## src/rtl/rsp_s1_prep_ahbic_outm0.sv

```systemverilog
// AHB bus-matrix output stage for one slave port: arbitrates three input stages,
// muxes the winning address phase onto the slave and steers HWDATA by data-phase owner.
module rsp_s1_prep_ahbic_outm0 #(
    parameter int ARB_RR = 1,
    parameter int DATA_W = 32
) (
    input  logic              HCLK,
    input  logic              HRESET,
    input  logic              sel_op0,
    input  logic [31:0]       addr_op0,
    input  logic [1:0]        trans_op0,
    input  logic              write_op0,
    input  logic [2:0]        size_op0,
    input  logic [2:0]        burst_op0,
    input  logic [3:0]        prot_op0,
    input  logic              mastlock_op0,
    input  logic [DATA_W-1:0] wdata_op0,
    input  logic              sel_op1,
    input  logic [31:0]       addr_op1,
    input  logic [1:0]        trans_op1,
    input  logic              write_op1,
    input  logic [2:0]        size_op1,
    input  logic [2:0]        burst_op1,
    input  logic [3:0]        prot_op1,
    input  logic              mastlock_op1,
    input  logic [DATA_W-1:0] wdata_op1,
    input  logic              sel_op2,
    input  logic [31:0]       addr_op2,
    input  logic [1:0]        trans_op2,
    input  logic              write_op2,
    input  logic [2:0]        size_op2,
    input  logic [2:0]        burst_op2,
    input  logic [3:0]        prot_op2,
    input  logic              mastlock_op2,
    input  logic [DATA_W-1:0] wdata_op2,
    output logic              active_op0,
    output logic              active_op1,
    output logic              active_op2,
    output logic              HSELM,
    output logic [31:0]       HADDRM,
    output logic [1:0]        HTRANSM,
    output logic              HWRITEM,
    output logic [2:0]        HSIZEM,
    output logic [2:0]        HBURSTM,
    output logic [3:0]        HPROTM,
    output logic              HMASTLOCKM,
    output logic [DATA_W-1:0] HWDATAM,
    output logic              HREADYMUXM,
    input  logic              HREADYOUTM
);
    localparam logic [1:0] NONE       = 2'd3;
    localparam logic [1:0] HTRANS_IDLE = 2'b00;
    localparam logic [1:0] HTRANS_BUSY = 2'b01;
    localparam logic [1:0] HTRANS_SEQ  = 2'b11;

    // Slot 3 of every array is tied to zero so "no owner" selects all-zero controls.
    logic [3:0]        sel_a;
    logic [3:0]        lock_a;
    logic [3:0]        write_a;
    logic [1:0]        trans_a [4];
    logic [31:0]       addr_a  [4];
    logic [2:0]        size_a  [4];
    logic [2:0]        burst_a [4];
    logic [3:0]        prot_a  [4];
    logic [DATA_W-1:0] wdata_a [4];
    logic [2:0]        req;

    assign sel_a   = {1'b0, sel_op2, sel_op1, sel_op0};
    assign lock_a  = {1'b0, mastlock_op2, mastlock_op1, mastlock_op0};
    assign write_a = {1'b0, write_op2, write_op1, write_op0};
    assign trans_a = '{trans_op0, trans_op1, trans_op2, 2'b00};
    assign addr_a  = '{addr_op0, addr_op1, addr_op2, 32'd0};
    assign size_a  = '{size_op0, size_op1, size_op2, 3'd0};
    assign burst_a = '{burst_op0, burst_op1, burst_op2, 3'd0};
    assign prot_a  = '{prot_op0, prot_op1, prot_op2, 4'd0};
    assign wdata_a = '{wdata_op0, wdata_op1, wdata_op2, {DATA_W{1'b0}}};

    for (genvar gi = 0; gi < 3; gi++) begin : g_req
        assign req[gi] = sel_a[gi] & (trans_a[gi] != HTRANS_IDLE);
    end

    logic [1:0] addr_port_q, addr_port_d;
    logic [1:0] data_port_q, data_port_d;
    logic [1:0] last_grant_q, last_grant_d;
    logic       lock_q, lock_d;
    logic [1:0] winner;
    logic [1:0] addr_port;
    logic       owner_cont;

    // Scan from lowest to highest priority so the last hit is the winner.
    always_comb begin
        winner = NONE;
        if (ARB_RR != 0) begin
            for (int k = 3; k >= 1; k--) begin
                if (req[(int'(last_grant_q) + k) % 3]) begin
                    winner = 2'((int'(last_grant_q) + k) % 3);
                end
            end
        end else begin
            for (int k = 2; k >= 0; k--) begin
                if (req[k]) begin
                    winner = 2'(k);
                end
            end
        end
    end

    assign owner_cont = lock_q | lock_a[addr_port_q]
                      | (trans_a[addr_port_q] == HTRANS_BUSY)
                      | (trans_a[addr_port_q] == HTRANS_SEQ);

    always_comb begin
        addr_port = winner;
        if (HRESET) begin
            addr_port = NONE;
        end else if (!HREADYMUXM) begin
            addr_port = addr_port_q;
        end else if ((addr_port_q != NONE) && owner_cont) begin
            addr_port = addr_port_q;
        end
    end

    always_comb begin
        addr_port_d  = addr_port;
        data_port_d  = data_port_q;
        lock_d       = lock_q;
        last_grant_d = last_grant_q;
        if (HREADYMUXM) begin
            data_port_d = addr_port;
            lock_d      = HMASTLOCKM;
            if (addr_port != NONE) begin
                last_grant_d = addr_port;
            end
        end
    end

    always_ff @(posedge HCLK) begin
        if (HRESET) begin
            addr_port_q  <= NONE;
            data_port_q  <= NONE;
            lock_q       <= 1'b0;
            last_grant_q <= 2'd2;
        end else begin
            addr_port_q  <= addr_port_d;
            data_port_q  <= data_port_d;
            lock_q       <= lock_d;
            last_grant_q <= last_grant_d;
        end
    end

    assign active_op0 = (addr_port == 2'd0);
    assign active_op1 = (addr_port == 2'd1);
    assign active_op2 = (addr_port == 2'd2);
    assign HSELM      = sel_a[addr_port];
    assign HADDRM     = addr_a[addr_port];
    assign HTRANSM    = trans_a[addr_port];
    assign HWRITEM    = write_a[addr_port];
    assign HSIZEM     = size_a[addr_port];
    assign HBURSTM    = burst_a[addr_port];
    assign HPROTM     = prot_a[addr_port];
    assign HMASTLOCKM = lock_a[addr_port];
    assign HWDATAM    = wdata_a[data_port_q];
    assign HREADYMUXM = (data_port_q == NONE) ? 1'b1 : HREADYOUTM;
endmodule
```

## config.mk

```make
export PLATFORM = sky130hd
export DESIGN_NAME = rsp_s1_prep_ahbic_outm0
export DESIGN_NICKNAME = d
export VERILOG_FILES = /design/src/rtl/rsp_s1_prep_ahbic_outm0.sv
export SDC_FILE = /design/constraint.sdc
export NUM_CORES = 1
export LEC_CHECK = 0
export ABC_AREA = 1
export BUFFER_PORTS_ARGS = -buffer_cell sky130_fd_sc_hd__buf_2
export CAP_MARGIN = 20
export CORE_AREA = 8 8 119 121
export CTS_BUF_LIST = sky130_fd_sc_hd__clkbuf_8
export CTS_CLUSTER_DIAMETER = 50
export CTS_CLUSTER_SIZE = 20
export DETAILED_ROUTE_END_ITERATION = 10
export DIE_AREA = 0 0 127 129
export GPL_ROUTABILITY_DRIVEN = 0
export GPL_TIMING_DRIVEN = 1
export PLACE_DENSITY = 0.6
export SYNTH_ARGS = -nofsm -noshare
export SYNTH_HDL_FRONTEND = slang
export SYNTH_SLANG_ARGS = --single-unit
```

## constraint.sdc

```tcl
create_clock -name HCLK -period 4.33 [get_ports HCLK]
set_clock_uncertainty 0.05 [all_clocks]
set_input_delay 0.433 -clock HCLK [delete_from_list [all_inputs] [get_ports HCLK]]
set_output_delay 0.433 -clock HCLK [all_outputs]
set_load 0.01 [all_outputs]
```

---- Word level (Yosys, flattened, before mapping) ----
Cells that the tools add are included.
cells by class
  $add $sub $neg .......................... 3
  divide/modulo/power cells ............... 3
  order comparisons ....................... 8
  equality and inequality tests ........... 7
  mux-type cells .......................... 45
  bitwise operators ....................... 9
  reduce and logical (&&, ||, !) cells .... 6
operator list
  operator                                                 number
  binary-select mux 32 bit (select 2 bit)                  2
  2-to-1 mux 32 bit                                        4
  < comparator 32 x 4 -> 1 bit (second input constant)     3
  remainder unit 32 x 3 -> 32 bit (second input constant)  3
  2-to-1 mux 2 bit                                         10
  binary-select mux 1 bit (select 2 bit)                   7
  binary-select mux 3 bit (select 2 bit)                   2
  2-to-1 mux 3 bit                                         4
  2-to-1 mux 1 bit                                         11
  >= comparator 3 bit (second input constant)              3
  inverter 2 -> 3 bit                                      3
  binary-select mux 2 bit (select 2 bit)                   2
  binary-select mux 4 bit (select 2 bit)                   1
  2-to-1 mux 4 bit                                         2
  adder 2 x 2 -> 3 bit (second input constant)             2
  equality test 2 bit (second input constant)              3
  < comparator 2 x 3 -> 1 bit (second input constant)      2
  nonzero test 2 bit                                       3
  equality test 2 x 1 -> 1 bit (second input constant)     2
  != test 2 bit (second input constant)                    2
  adder 2 x 1 -> 3 bit (second input constant)             1
  AND 1 bit                                                3
  bitwise OR 1 bit                                         3
  logical NOT 2 bit                                        1
  other kinds (2)                                          2
word-level totals
  bits in registers ....................... 7
  input port bits ......................... 240
  output and inout port bits .............. 83
  logic and storage cells ................. 85

---- Longest topological paths before layout ----
Gate-level depths: netlist of the first run.
  depth in word-level cells ............... 15
  mapped depth ............................ 17
  gate-level depth less buffers ........... 16

---- Least setup slack after synthesis of the first run ----
Ideal clock, no wire load.
  path kind ............................... register to output
  start ................................... register last_grant_q[0]
  end ..................................... output HADDRM[0]
  data arrival time ....................... 1958 ps
  slack ................................... 1889 ps
  cell stages (with the launch flop) ...... 15
  buffers on the path ..................... 2
  cell sequence ........................... dfxtp_1 > inv_1 > ha_1 > inv_1 > nor2_1 > nand3_1 > nand3_1 > nor2_1 > nand2_1 > a21boi_0 > nor2_2 > buf_4 > buf_6 > nand2_1 > nand3_1
between the ends
  longest elaborated chain between the ends .. 15
  elaborated cells on any way between the ends .. 25
  those cells by class .................... add/sub: 3; div: 3; mux: 18; bitwise: 1
ends and longest elaborated chain
  item                                                      line    RTL
  start: declaration                                        84      logic [1:0] last_grant_q, last_grant_d;
  start signal: assignment                                  147     last_grant_q <= last_grant_d;
  adder 2 x 2 -> 3 bit                                      95, 96
  remainder unit 32 x 3 -> 32 bit                           95, 96
  binary-select mux 1 bit (select 2 bit)                    95      if (req[(int'(last_grant_q) + k) % 3]) begin
  2-to-1 mux 1 bit (implied by the code) (2 in a row)       95
  2-to-1 mux 2 bit (2 in a row)                             95
  2-to-1 mux 2 bit (*)                                      95
  2-to-1 mux 2 bit (*)                                      118     end else if ((addr_port_q != NONE) && owner_cont) begin
  2-to-1 mux 2 bit (*)                                      116     end else if (!HREADYMUXM) begin
  2-to-1 mux 2 bit (*)                                      114     if (HRESET) begin
  inverter 2 -> 3 bit (implied by the code) (*)             155     assign HADDRM = addr_a[addr_port];
  binary-select mux 32 bit (select 2 bit) (*)               155
  2-to-1 mux 32 bit (implied by the code) (*) (2 in a row)  155
  end: declaration                                          40      output logic [31:0] HADDRM,
Mark *: on every way between the ends. The rest lies on a longest branch, timed or not. The select of a mux whose other input is x is not followed.

---- Final worst setup path of the first run ----
  start ................................... register last_grant_q[0]
  end ..................................... output HADDRM[23]
The elaborated chain is that of the path after synthesis.

==> metrics.md, run 1 <==
| Metric | Value |
|---|---|
| Status | `finished, final reports clean` |
| Seq cells post-synth | `7` |
| DR vias | `4018` |
| Final nets | `998` |
| Clock latency on the worst-skew pair | `230 ps` |
| Minimum clock period | `3482 ps` |
| Sequential Power Share | `5.2%` |
| Cell mode on critical path | `nand2_1` |
| CP max stage delay | `490 ps` |
| P_int | `0.8544 mW` |
| Std-Cell Rows | `41` |
| I/O Buffers | `322` |
| DPL Wire Length | `10920 um` |
| CP cell instances | `inv_1 -> ha_1 -> inv_1 -> nand4_1 -> nand3_1 -> nor2_1 -> nand2_1 -> nand2_1 -> nand2_2 -> nand2_4 -> nor2_4 -> buf_4 -> nand2_1 -> nand3_1 -> buf_2` |
| Total CTS buffers | `3` |
| Yosys top cell area share | `27.82%` |
| Clock-pin slew on the worst setup and hold paths | `40 ps` |
| GR Overflow Total | `0` |
| Area of the multi-input gates | `0.001828 sq mm` |
| Max H-tree Level | `1` |
| Clock network fraction of total power | `4.3%` |
| Clock buffer depth | `2` |
| Routed wire per std cell | `14.24 um` |
| Ranking of synthesized cells by area | `nand2_1, nand3_1, nor2_1, o31ai_1, dfxtp_1` |
| Ports | `323` |
| Predominant post-synthesis flop cell | `dfxtp_1` |
| Max Clock Freq | `0.2872 GHz` |
| Share of cells above drive strength 1 | `46.15%` |
| Vias/cell | `4.445` |
| Core box area | `0.01231 sq mm` |
| Yosys cell types | `24` |
| Tcrit/Tclk final | `80.43%` |
| Drt first pass iters | `5` |
| Crit Path Class | `reg -> out` |
| # hold bufs at CTS | `0` |
| Rel. slew slack | `49.55%` |
| Critical path required time | `3850 ps` |
| Syn nets | `696` |
| Worst hold slack | `351.4 ps` |
| Iteration-0 DRC count of the detailed router | `247` |
| Crit path launch type | `flip-flop` |
| Post-CTS setup buffer count | `0` |
| Post-cts resize count | `0` |
| DRT Wirelength | `12870 um` |
| Arrival time at the worst endpoint | `3000 ps` |
| Final setup margin | `847.6 ps` |
| Pin count of the biggest net entering global routing | `66` |
| CTS Sinks | `7` |
| Async set-reset flop share out of synthesis | `0%` |
| Starting Density | `18.19%` |
| Final max-slew violation count | `0` |
| Post-synth top area cell | `nand2_1` |
| PwrDens | `525.6 mW/mm^2` |
| Final Hold Viols | `0` |
| Initial antenna violation count | `1` |
| Die Width | `127 um` |
| Fill count | `1416` |
| Gate power share | `90.5%` |
| N_diodes | `0` |
| Power Total | `2.076 mW` |
| Max_cap viols | `0` |
| Switch share | `58.83%` |
| Number of global-route vias before repair | `3700` |
| Die area | `0.01638 sq mm` |
| Synth cell count leaders | `nand2_1, nand3_1, nor2_1, o31ai_1, inv_1` |
| Global-route wire length before repair | `19150 um` |
| Die extent in y | `129 um` |
| Seq. cell area | `141.4 sq um` |
| Tot GR Track Use | `14.18%` |
| Max FO, Critical Path | `24` |
| Hold Crit Class | `in -> reg` |
| DRC Markers | `0` |
| Synth Cell Area | `0.002240 sq mm` |
| Ys Warns | `0` |
| Worst vdd ir | `0.0001696 V` |
| Fin Setup TNS | `0 ps` |
| Slowest cell on the critical path | `nor2_4` |
| NetSw | `1.221 mW` |
| Setup Viol. Count Final | `0` |
| CTS tree | `done` |
| Antenna-violating nets left | `0` |
| EDFF count, synth | `0` |
| Average cell area after synthesis | `4.944 sq um` |
| Post-Syn Instances | `453` |
| Area grow syn2layout | `76.31%` |
| Leak Pwr | `2.364 nW` |
| Crit end category | `output port` |
| RSZ-0062 raised after global routing | `false` |
| Seq/Total Area, Yosys | `6.257%` |
| Worst Tran Pin Value | `754.9 ps` |
| R2R Setup Slk | `1940 ps` |
| Count leader, synth | `nand2_1` |
| Root Driver | `clkbuf_8` |
| Dpl ws | `1089 ps` |
final cells by class:
class                           instances  share of cell area [%]
Clock buffer                            3                   1.046
Timing Repair Buffer                  329                   42.14
Sequential cell                         7                   3.580
Tap cell                              150                   4.753
Inverter                               22                   2.091
Multi-Input combinational cell        392                   46.29
Clock inverter                          1                 0.09506
power groups by stage:
stage | sequential, mW | combinational [mW] | clock [mW]
after floorplan | 0.104 | 1.23 | 0
after global placement | 0.109 | 1.91 | 0
after detailed placement | 0.109 | 1.90 | 0
after CTS | 0.108 | 1.91 | 0.0925
after global routing | 0.111 | 2.10 | 0.0966
final | 0.108 | 1.88 | 0.0903
critical path, delay by kind of cell (launching register included):
kind | cells | cell delay (ps)
buffers and inverters | 4 | 730
flip-flops | 1 | 360
AND/OR/NAND/NOR | 10 | 1350
adder cells (fa/ha/maj) | 1 | 330
flip-flops by register name (all words and copies together) (netlist names):
signal and cells:
lock_q 1, data_port_q 2, addr_port_q 2, last_grant_q 2
logic make-up after synthesis:
kind of cell / synth area share (%)
flops: 6.257
buf+inv: 12.57
compound gates: 14.86
simple gates: 64.64
fa+ha+maj: 1.676
through the flow:
| stage | instances | utilization (%) | area [sq um] |
|---|---|---|---|
| after global routing | 904 | 32.07 | 3949 |
| after detailed placement | 900 | 31.71 | 3904 |
| after floorplan | 453 | - | 2240 |
| after CTS | 904 | 32.07 | 3949 |
| after global placement | 900 | 31.71 | 3904 |
| final | 904 | 32.07 | 3949 |
per-layer routing:
layer  track usage, %  part of all wire [%]  wire length, um
met2            25.38                    52             6698
met3            3.558                   8.0             1025
met4            2.169                  0.82              106
met1            17.01                    39             5025
met5                0                  0.10               13
worst paths after layout:
check / startpoint / end / cells after the start
min reg2reg: lock_q / lock_q / 2
min: HRESET / last_grant_q[0] / 2
max: last_grant_q[0] / HADDRM[23] / 15
max reg2reg: last_grant_q[0] / last_grant_q[0] / 13
layout by cell type (no fill, tap or decap), types with 3 or more instances in the layout:
| master | n |
|---|---|
| nor2_4 | 3 |
| dfxtp_1 | 6 |
| buf_2 | 322 |
| nor2_1 | 73 |
| a21oi_1 | 5 |
| ha_1 | 3 |
| buf_4 | 7 |
| inv_1 | 19 |
| o31ai_1 | 32 |
| o211ai_1 | 4 |
| nand4_1 | 3 |
| clkbuf_8 | 3 |
| nand3_1 | 93 |
| nand2_1 | 166 |
| inv_2 | 4 |
| nand2_2 | 5 |
Power figures use the tool's default switching activity.
==> inputs of run 2 (changes only) <==
==> config.mk (replaced) <==
export PLATFORM = sky130hd
export DESIGN_NAME = rsp_s1_prep_ahbic_outm0
export DESIGN_NICKNAME = d
export VERILOG_FILES = /design/src/rtl/rsp_s1_prep_ahbic_outm0.sv
export SDC_FILE = /design/constraint.sdc
export NUM_CORES = 1
export LEC_CHECK = 0
export ABC_AREA = 0
export BUFFER_PORTS_ARGS = -buffer_cell sky130_fd_sc_hd__buf_2
export CAP_MARGIN = 20
export CORE_AREA = 8 8 120 122
export CTS_BUF_LIST = sky130_fd_sc_hd__clkbuf_8
export CTS_CLUSTER_DIAMETER = 50
export CTS_CLUSTER_SIZE = 20
export DETAILED_ROUTE_END_ITERATION = 10
export DIE_AREA = 0 0 128 130
export GPL_ROUTABILITY_DRIVEN = 0
export GPL_TIMING_DRIVEN = 1
export PLACE_DENSITY = 0.64
export SYNTH_ARGS = -nofsm -noshare
export SYNTH_HDL_FRONTEND = slang
export SYNTH_SLANG_ARGS = --single-unit
==> constraint.sdc (replaced) <==
create_clock -name HCLK -period 3.5 [get_ports HCLK]
set_clock_uncertainty 0.05 [all_clocks]
set_input_delay 0.35 -clock HCLK [delete_from_list [all_inputs] [get_ports HCLK]]
set_output_delay 0.35 -clock HCLK [all_outputs]
set_load 0.01 [all_outputs]
==> run 2 against run 1 <==
Compared with the run above: cell count is 3.3% lower; area after synthesis is 25% higher; critical path depth fell by 5; core utilization grew 4.6 points.
==> metrics.md, run 2 <==
| Metric | Value |
|---|---|
| Average cell area after synthesis | `6.885 sq um (+39%)` |
| Critical path required time | `3100 ps (-750 ps)` |
| Core box area | `0.01241 sq mm (+0.83%)` |
| R2R Setup Slk | `1040 ps (-900 ps)` |
| Clock-pin slew on the worst setup and hold paths | `40 ps (about the same)` |
| Leak Pwr | `2.411 nW (+2.0%)` |
| GR Overflow Total | `0 (unchanged)` |
| Global-route wire length before repair | `21980 um (+15%)` |
| Ranking of synthesized cells by area | `a311oi_2, nand2_1, mux2i_1, a21oi_1, o21ai_0` |
| Tot GR Track Use | `15.94% (+1.8 points)` |
| Most frequent cells in the layout | `buf_2, nand2_1, a21oi_1` |
| Cell mode on critical path | `inv_1` |
| CTS tree | `done` |
| Clock buffer depth | `2 (unchanged)` |
| Async set-reset flop share out of synthesis | `0% (unchanged)` |
| Final Hold Viols | `0 (unchanged)` |
| Yosys top cell area share | `23.52% (-4.3 points)` |
| EDFF count, synth | `0 (unchanged)` |
| I/O Buffers | `322 (unchanged)` |
| Synth cell count leaders | `nand2_1, a21oi_1, a311oi_2, o21ai_0, mux2i_1` |
| Crit path launch type | `flip-flop` |
| Die Width | `128 um (+0.79%)` |
| Crit Path Class | `reg -> out` |
| Worst Tran Pin Value | `834.8 ps (+79.92 ps)` |
| PwrDens | `876.6 mW/mm^2 (+67%)` |
| Syn nets | `651 (-6.5%)` |
| Die area | `0.01664 sq mm (+1.6%)` |
| Final nets | `945 (-5.3%)` |
| Crit end category | `output port` |
| Fin Setup TNS | `0 ps (unchanged)` |
| CP max stage delay | `360 ps (-130 ps)` |
| Seq/Total Area, Yosys | `4.989% (-1.3 points)` |
| Minimum clock period | `3225 ps` |
| Most common cell after layout, fill and taps aside | `buf_2` |
| Placed insts | `869 (-3.4%)` |
| Max Clock Freq | `0.3101 GHz` |
| Worst vdd ir | `0.0003484 V (+110%)` |
| Biggest regs | `addr_port_q x2, data_port_q x2, last_grant_q x2` |
| Clock latency on the worst-skew pair | `220 ps (about the same)` |
| Hold Crit Class | `in -> reg` |
| Yosys cell types | `41 (+71%)` |
| CTS Sinks | `7 (unchanged)` |
| Predominant post-synthesis flop cell | `dfxtp_1` |
| Std-Cell Rows | `41 (unchanged)` |
| Final max-slew violation count | `0 (unchanged)` |
| Post-synth top area cell | `a311oi_2` |
| Post-Syn Instances | `408 (-9.9%)` |
| Synth Cell Area | `0.002809 sq mm (+25%)` |
| Area grow syn2layout | `62.23%` |
| Rel. slew slack | `44.34% (-5.2 points)` |
| Iteration-0 DRC count of the detailed router | `141 (-43%)` |
| DR vias | `4176 (+3.9%)` |
| Routed wire per std cell | `16.68 um (+17%)` |
| Vias/cell | `4.778 (+7.5%)` |
| DPL Wire Length | `12370 um (+13%)` |
| Antenna-violating nets left | `0 (unchanged)` |
| Slowest cell on the critical path | `ha_1` |
| Fill count | `1375 (-2.9%)` |
| Drt first pass iters | `4 (-1)` |
| Total CTS buffers | `3 (unchanged)` |
| Layout Cells excl Fill | `874 (-3.3%)` |
| Count leader, synth | `nand2_1` |
| RSZ-0062 raised after global routing | `false` |
| Die extent in y | `130 um (+0.78%)` |
| Pin count of the biggest net entering global routing | `80 (+21%)` |
| Share of cells above drive strength 1 | `55.78% (+9.6 points)` |
| Max FO, Critical Path | `70 (+190%)` |
| Max H-tree Level | `1 (unchanged)` |
| Tcrit/Tclk final | `92.13%` |
| Max_cap viols | `0 (unchanged)` |
| # hold bufs at CTS | `0 (unchanged)` |
| Status | `finished, final reports clean` |
| Setup Viol. Count Final | `0 (unchanged)` |
| Number of global-route vias before repair | `4293 (+16%)` |
| DRC Markers | `0 (unchanged)` |
| Root Driver | `clkbuf_8` |
| Ports | `323 (unchanged)` |
| Ys Warns | `0 (unchanged)` |
| DRT Wirelength | `14570 um (+13%)` |
| Seq cells post-synth | `7 (unchanged)` |
| CP cell instances | `inv_1 -> ha_1 -> inv_1 -> mux2i_1 -> a211o_1 -> a21o_4 -> buf_12 -> a21oi_1 -> a311oi_2 -> buf_2` |
| Arrival time at the worst endpoint | `2820 ps (-180 ps)` |
| Initial antenna violation count | `0 (-1)` |
| Starting Density | `22.63% (+4.4 points)` |
[run 2: changes by cell type in the layout (fill, tap and decap cells not counted), moves of 5 or more]
cell | previous run | this run
a211oi_1 | 0 | 6
o31ai_1 | 32 | 0
nor2_1 | 73 | 9
a21oi_1 | 5 | 52
o21ai_0 | 1 | 37
a311oi_2 | 0 | 44
inv_1 | 19 | 6
nand2b_1 | 0 | 5
nand3_1 | 93 | 4
nand2_1 | 166 | 124
mux2i_1 | 0 | 33
[run 2: worst paths after layout]
check	start	to	cells after the start
worst min-delay path	HREADYOUTM	data_port_q[1]	3
worst max-delay path	last_grant_q[0]	HBURSTM[0]	10
worst max register to register	last_grant_q[0]	lock_q	8
worst min register to register	last_grant_q[0]	last_grant_q[0]	2
[run 2: cell families after synthesis]
kind of cell | after synthesis | share of synthesized area [%]
flops | 7 | 4.989
fa+ha+maj | 3 | 1.336
simple gates | 157 | 24.10
mux | 33 | 11.76
compound gates | 160 | 47.22
buf+inv | 48 | 10.60
[run 2: metal layers]
layer  vias up  wire [um]  global-route usage (%)
met2       217       7366                   29.93
met5         -          0                       0
met1      1864       5555                   17.11
met4         0         40                   1.469
met3         6       1612                   6.161
li1       2089          -                       -
[run 2: repair_timing]
item	CTS	global route
setup endpoints to repair	0	37
resized for setup	0	2
setup buffers	0	0
hold endpoints to repair	0	0
[run 2: final cells by class]
class / count / area [sq um] / share of cell area (%)
Clock inverter: 1 / 3.754 / 0.08237
Multi-Input combinational cell: 353 / 2397 / 52.61
Sequential cell: 7 / 141.4 / 3.103
Clock buffer: 3 / 41.29 / 0.9061
Inverter: 5 / 18.77 / 0.4119
Tap cell: 172 / 215.2 / 4.723
Timing Repair Buffer: 332 / 1737 / 38.11
Antenna cell: 1 / 2.502 / 0.05491
[run 2: where the power goes]
part           internal [mW]  switching [mW]  total [mW]  leakage (nW)
Clock                 0.0757          0.0337       0.109        0.0269
Combinational           1.46            2.29        3.74          2.33
Sequential             0.113          0.0279       0.140        0.0577
Total                   1.65            2.35        3.99          2.41
[run 2: metrics by stage]
step / hold WS [ps] / cell area, sq um / power, mW / worst slack (ps) / utilization [%]
after detailed placement: 470.4 / 4498 / 3.906 / 454.4 / 36.23
after global placement: 458.2 / 4498 / 3.876 / 537.4 / 36.23
final: 354.7 / 4557 / 3.995 / 275.5 / 36.71
after floorplan: 431.9 / 2809 / 2.999 / 848.9 / -
after global routing: 382.2 / 4554 / 4.406 / 38.98 / 36.69
after CTS: 356.3 / 4543 / 4.043 / 199.3 / 36.60
[run 2: worst max-delay path, delay by kind of cell, from the launching register on]
family | cells | cell delay (ps)
compound gates | 4 | 910
buf+inv | 4 | 650
fa+ha+maj | 1 | 360
flops | 1 | 350
mux | 1 | 260
